`src/rtl/adc_pkg.sv`:
```
// adc_pkg: shared frame geometry and sequencer state encoding for the SPI ADC scanner.
package adc_pkg;
  localparam int ADC_FRAME_BITS = 16;
  localparam int ADC_ADDR_W = 3;
  localparam int ADC_FIRST_DATA_BIT = 4;
  localparam int ADC_ADDR_BIT_K0 = 2;
  typedef enum logic [1:0] {IDLE, SETUP, FRAME, GAP} state_e;
endpackage

```
`src/rtl/adc_spi_frame.sv`:
```
// adc_spi_frame: runs one 16-period SPI frame: SCLK divider, bit counter, address drive, data shift.
module adc_spi_frame import adc_pkg::*; #(
  parameter int DATA_W = 12,
  parameter int SCLK_DIV = 25
) (
  input  logic                  clk_i,
  input  logic                  rst_ni,
  input  logic                  start_i,
  input  logic [ADC_ADDR_W-1:0] addr_i,
  input  logic                  sdat_i,
  output logic                  sclk_o,
  output logic                  saddr_o,
  output logic                  done_o,
  output logic [DATA_W-1:0]     data_o
);
  localparam int DW = $clog2(SCLK_DIV);
  logic active_q, half_q, half_end;
  logic [DW-1:0] div_q;
  logic [3:0] k_q, kk;
  logic [ADC_ADDR_W-1:0] addr_q;
  logic [DATA_W-1:0] sh_q;
  assign half_end = div_q == DW'(SCLK_DIV - 1);
  assign kk = k_q - 4'(ADC_ADDR_BIT_K0);
  always_ff @(posedge clk_i or negedge rst_ni)
    if (!rst_ni) begin
      active_q <= 1'b0;
      half_q <= 1'b0;
      div_q <= '0;
      k_q <= '0;
      addr_q <= '0;
      sh_q <= '0;
    end else if (start_i) begin
      active_q <= 1'b1;
      half_q <= 1'b0;
      div_q <= '0;
      k_q <= '0;
      addr_q <= addr_i;
    end else if (active_q) begin
      div_q <= half_end ? '0 : div_q + 1'b1;
      if (half_end) begin
        half_q <= ~half_q;
        if (half_q) begin
          k_q <= k_q + 1'b1;
          active_q <= k_q != 4'(ADC_FRAME_BITS - 1);
        end
        // sample on the last cycle of the low half, just before SCLK rises
        if (!half_q && k_q >= 4'(ADC_FIRST_DATA_BIT)) sh_q <= {sh_q[DATA_W-2:0], sdat_i};
      end
    end
  assign sclk_o = !(active_q && !half_q);
  assign saddr_o = active_q && kk < 4'(ADC_ADDR_W) ? addr_q[2'(ADC_ADDR_W - 1) - kk[1:0]] : 1'b0;
  assign done_o = active_q && half_q && half_end && k_q == 4'(ADC_FRAME_BITS - 1);
  assign data_o = sh_q;
endmodule

```
`src/rtl/adc_scan_sequencer.sv`:
```
// adc_scan_sequencer: round-robin SPI ADC scan with address pipeline, per-channel averaging
// and coherent publish of the averaged array.
module adc_scan_sequencer import adc_pkg::*; #(
  parameter int NUM_CH = 7,
  parameter int DATA_W = 12,
  parameter int SCLK_DIV = 25,
  parameter int AVG_LOG2 = 2
) (
  input  logic                     c50m,
  input  logic                     reset_n,
  input  logic                     enable,
  output logic                     ADC_CS_N,
  output logic                     ADC_SCLK,
  output logic                     ADC_SADDR,
  input  logic                     ADC_SDAT,
  output logic [NUM_CH*DATA_W-1:0] adc_data,
  output logic                     data_valid,
  output logic                     sample_valid,
  output logic [2:0]               sample_ch,
  output logic [DATA_W-1:0]        sample_raw,
  output logic                     busy
);
  localparam int ACC_W = DATA_W + AVG_LOG2;
  localparam int CW = $clog2(2 * SCLK_DIV);
  localparam int RW = AVG_LOG2 + 1;
  state_e state_q, state_d;
  logic [CW-1:0] cnt_q;
  logic start, done, pub, primed_q;
  logic [ADC_ADDR_W-1:0] next_q, prev_q;
  logic [DATA_W-1:0] frame_data;
  logic [ACC_W-1:0] acc_q [NUM_CH];
  logic [RW-1:0] round_q;
  logic [NUM_CH*DATA_W-1:0] adc_data_q;
  logic data_valid_q, sample_valid_q;
  logic [2:0] sample_ch_q;
  logic [DATA_W-1:0] sample_raw_q;
  adc_spi_frame #(.DATA_W(DATA_W), .SCLK_DIV(SCLK_DIV)) u_frame (
    .clk_i(c50m), .rst_ni(reset_n), .start_i(start), .addr_i(next_q), .sdat_i(ADC_SDAT),
    .sclk_o(ADC_SCLK), .saddr_o(ADC_SADDR), .done_o(done), .data_o(frame_data)
  );
  always_comb begin
    state_d = state_q;
    start = 1'b0;
    case (state_q)
      IDLE: if (enable) state_d = SETUP;
      SETUP: if (cnt_q == CW'(SCLK_DIV - 1)) begin
        start = 1'b1;
        state_d = FRAME;
      end
      FRAME: if (done) state_d = GAP;
      GAP: if (cnt_q == CW'(2 * SCLK_DIV - 1)) state_d = enable ? SETUP : IDLE;
      default: state_d = IDLE;
    endcase
  end
  assign pub = round_q == RW'(1 << AVG_LOG2);
  always_ff @(posedge c50m or negedge reset_n)
    if (!reset_n) begin
      state_q <= IDLE;
      cnt_q <= '0;
      primed_q <= 1'b0;
      next_q <= '0;
      prev_q <= '0;
      round_q <= '0;
      adc_data_q <= '0;
      data_valid_q <= 1'b0;
      sample_valid_q <= 1'b0;
      sample_ch_q <= '0;
      sample_raw_q <= '0;
      for (int c = 0; c < NUM_CH; c++) acc_q[c] <= '0;
    end else begin
      state_q <= state_d;
      cnt_q <= state_d != state_q ? '0 : cnt_q + 1'b1;
      // data of the first frame after IDLE belongs to a stale address
      if (state_q == IDLE && enable) primed_q <= 1'b0;
      else if (done) primed_q <= 1'b1;
      if (done) begin
        prev_q <= next_q;
        next_q <= next_q == ADC_ADDR_W'(NUM_CH - 1) ? '0 : next_q + 1'b1;
      end
      sample_valid_q <= done && primed_q;
      if (done && primed_q) begin
        sample_ch_q <= prev_q;
        sample_raw_q <= frame_data;
      end
      data_valid_q <= pub;
      if (pub) round_q <= '0;
      else if (sample_valid_q && sample_ch_q == 3'(NUM_CH - 1)) round_q <= round_q + 1'b1;
      for (int c = 0; c < NUM_CH; c++)
        if (pub) begin
          adc_data_q[c*DATA_W +: DATA_W] <= DATA_W'(acc_q[c] >> AVG_LOG2);
          acc_q[c] <= '0;
        end else if (sample_valid_q && sample_ch_q == 3'(c)) acc_q[c] <= acc_q[c] + ACC_W'(sample_raw_q);
    end
  assign ADC_CS_N = !(state_q == SETUP || state_q == FRAME);
  assign busy = state_q != IDLE;
  assign adc_data = adc_data_q;
  assign data_valid = data_valid_q;
  assign sample_valid = sample_valid_q;
  assign sample_ch = sample_ch_q;
  assign sample_raw = sample_raw_q;
endmodule
```
`config.mk`:
```
export PLATFORM = sky130hd
export DESIGN_NAME = adc_scan_sequencer
export DESIGN_NICKNAME = d
export VERILOG_FILES = /design/src/rtl/adc_pkg.sv /design/src/rtl/adc_spi_frame.sv /design/src/rtl/adc_scan_sequencer.sv
export SDC_FILE = /design/constraint.sdc
export NUM_CORES = 1
export LEC_CHECK = 0
export BUFFER_PORTS_ARGS = -buffer_cell sky130_fd_sc_hd__buf_2
export CELL_PAD_IN_SITES_DETAIL_PLACEMENT = 2
export CELL_PAD_IN_SITES_GLOBAL_PLACEMENT = 2
export CORE_ASPECT_RATIO = 0.8
export CORE_MARGIN = 2
export CORE_UTILIZATION = 41
export DETAILED_ROUTE_END_ITERATION = 10
export GPL_ROUTABILITY_DRIVEN = 1
export HOLD_SLACK_MARGIN = 0.12
export MAX_ROUTING_LAYER = met4
export PLACE_DENSITY_LB_ADDON = 0.1
export SETUP_SLACK_MARGIN = 0.02
export SLEW_MARGIN = 20
export SYNTH_ARGS = -nofsm -noshare
export SYNTH_HDL_FRONTEND = slang
export SYNTH_HIERARCHICAL = 1
export SYNTH_SLANG_ARGS = --single-unit
```
`constraint.sdc`:
```
create_clock -name c50m -period 6.25 [get_ports c50m]
set_clock_uncertainty 0.15 [all_clocks]
set_input_delay 1.25 -clock c50m [delete_from_list [all_inputs] [get_ports c50m]]
set_output_delay 1.25 -clock c50m [all_outputs]
set_load 0.02 [all_outputs]
```
==> key figures <==
GRT
  • Grt total ovfl: 0
  • GRT met1 Usage: 33.2%
  • GRT Max-Usage Layer: met2
  • Vias in the first global route: 12900
  • GR Util met2: 43.5%
  • Largest net degree at the start of global routing: 74
  • Overall Global Routing Usage: 25.8%
  • First-pass GRT wire length: 70800 um
  • Initial antenna violation count: 0
  • Met3 GRT Util: 3.30%

Timing
  • Final setup violation count: 0
  • FMAX: 279 MHz
  • Least-Margin Pin Slew: 0.945 ns
  • Hold_ws: 0.321 ns
  • Final setup TNS: 0 ns
  • Clock period minus worst slack: 3.59 ns
  • Max-slew headroom: 36.7%
  • RSZ-0062 raised after global routing: no
  • Tcrit/Tclk final: 57.4%
  • Final Max Slew Viols: 0
  • Final Hold Vio Count: 0

Final layout
  • Final Cell Area: 15500 sq um
  • Synth-to-Final Area Change: 13.8%
  • Share of cells above drive strength 1: 13.1%
  • Final nets: 1701
  • Most frequent cells in the layout: 362 x nand2_1, 243 x dfrtp_1, 132 x a21oi_1, 107 x buf_2, 100 x ha_1
  • Utilization after layout: 47.5%
  • Antenna diodes: 0
  • Most common cell after layout, fill and taps aside: nand2_1

Detailed routing
  • Drt drc: 0
  • Routed WL: 42900 um
  • Iteration-0 DRC Markers: 492
  • Post-route ant nets: 0
  • Via count: 11600
  • 1st-pass router iterations: 4
  • Vias per inst: 5.68
  • Wire per inst: 21.0 um

Logic synthesis
  • Register area share after synthesis: 44.7%
  • Number of synthesis warnings: 6
  • Syn Inst Count: 1501
  • Avg Cell Area, Syn: 9.07 sq um
  • Synthesized cell area: 13600 sq um
  • Seq cells post-synth: 243
  • Share of the synthesized area in the top cell type: 44.7%
  • Distinct cells, synth: 69
  • Post-Syn Nets: 1612
  • Primary FF master, synth: dfrtp_1
  • Post-synth EDFFs: 0
  • Dominant cell type by area after synthesis: dfrtp_1
  • Ranking of synthesized cells by area: dfrtp_1 45%, nand2_1 10%, ha_1 9.2%
  • Ys async rst share: 100%

Min path
  • Hold Path Class: register to register

CTS
  • CTS root buffer: clkbuf_16
  • Cts repair resizes: 0
  • Buffers inserted during post-CTS setup optimization: 0
  • Htree depth: 1
  • CTS clk-pin slew, worst paths: 0.06 ns
  • # clock sinks: 243
  • CTS Buf Count: 27
  • Clock Latency Late Sink: 0.57 ns
  • CTS Buffer Depth: 3
  • Hold buffer count at CTS: 0
  • TritonCTS clock tree: built

Critical path
  • Delay of the slowest critical-path stage: 0.41 ns
  • CP arrival: 2.19 ns
  • Worst path bufs/invs: 2
  • Startpoint types: register
  • WS Path Type: register to output pin
  • Crit Path Max Fanout: 4
  • Critical Path End Type: output pin
  • Slowest cell on crit path: dfrtp_1
  • Critical Path RT: 4.85 ns
  • Crit path cell chain: inv_1 > ha_1 > o21a_1 > a21oi_1 > a2111oi_0 > buf_2
  • Crit path max-delay family: compound AO/OA/AOI/OAI gates

Floorplan
  • Core Region: 32600 sq um
  • Die area: 34700 sq um
  • Num ports: 109
  • Floorplan die height: 167 um
  • Starting Density: 41.7%
  • Site Rows: 59
  • Die X: 208 um

Flow run
  • Max-Cap Viols: 0

Place
  • Post-placement cell area: 14600 sq um
  • PortBufs: 108
  • DP HPWL: 29200 um
  • GP Congestion: 0.827

Power
  • PD cells: 228 nW/um^2
  • Leak Pwr: 8.00 nW
  • VDD IR max: 0.187 mV
  • Pwr Total: 3.54 mW

Outcome
  • Run status: finished clean
## state kept, by name, summed over array words and instances, names as in the netlist
name and flops:
acc_q 98, adc_data 84, sample_raw 12, u_frame/data_o 12, cnt_q 6, u_frame/div_q 5
u_frame/k_q 4, next_q 3, prev_q 3, round_q 3, sample_ch 3, u_frame/addr_q 3
state_q 2, data_valid 1, primed_q 1, sample_valid 1, u_frame/active_q 1, u_frame/half_q 1
## through the flow
step / instances / setup WS [ns]
floorplan: 1501 / 2.84
global placement: 1988 / 3.25
detailed placement: 1988 / 3.17
CTS: 2038 / 2.62
global route: 2038 / 2.42
finish: 2038 / 2.66
## worst paths after layout
kind                       slack, ns          endpoint  depth (start not counted)      startpoint
setup / recovery                2.66         ADC_SADDR                          6  u_frame/k_q[1]
hold / removal                  0.32       adc_data[5]                          2     adc_data[5]
setup reg to reg                3.13         acc_q[69]                          7   sample_raw[1]
hold reg to reg                 0.32       adc_data[5]                          2     adc_data[5]
max in group asynchronous       4.10  u_frame/div_q[0]                          2         reset_n
min in group asynchronous       0.50      adc_data[20]                          1         reset_n
## cell families (layout without fill, tap and decap cells)
group / Yosys count / count (layout) / synth area share (%)
buffers and inverters: 90 / 200 / 2.66
AOI/OAI and AO/OA: 381 / 381 / 17.0
and+or+nand+nor: 589 / 589 / 19.1
muxes: 34 / 34 / 2.77
xor gates and xnor gates: 57 / 57 / 3.67
adders and majority gates: 107 / 107 / 10.2
DFF: 243 / 243 / 44.7
## cell type report
| cell class | count | area, sq um |
|---|---|---|
| Clock buffer | 37 | 773 |
| Inverter | 30 | 115 |
| Tap cell | 427 | 534 |
| Multi-Input combinational cell | 1168 | 7180 |
| Timing Repair Buffer | 120 | 641 |
| Clock inverter | 13 | 171 |
| Fill cell | 3567 | 17100 |
| Sequential cell | 243 | 6080 |
## cell usage after synthesis (29+ instances only)
cell and instances:
mux2_2 29, a21oi_1 132, ha_1 100, o21ai_0 96, nor2_1 75, nor3_1 36
dfrtp_1 243, xnor2_1 35, nand2_1 363, clkbuf_1 48, a211oi_1 33, inv_1 29
nand3_1 33
## worst min-delay path, stage by stage, from the launching register on
cell and delay, ns:
dfrtp_1 0.34, nand2_1 0.05, nand2_1 0.05
## per-layer routing
layer / wire [um] / vias to the layer above
met4: 981 / 0
met1: 19400 / 5906
met5: 0 / -
met2: 21000 / 147
li1: - / 5455
met3: 1460 / 69
## power breakdown
group / switching (mW) / leakage, nW / total (mW) / internal, mW
combinational: 0.142 / 4.14 / 0.211 / 0.0694
clock: 0.689 / 0.469 / 1.72 / 1.03
sequential: 0.0222 / 3.39 / 1.61 / 1.59
Note: power is estimated with default switching activity, not from simulation.
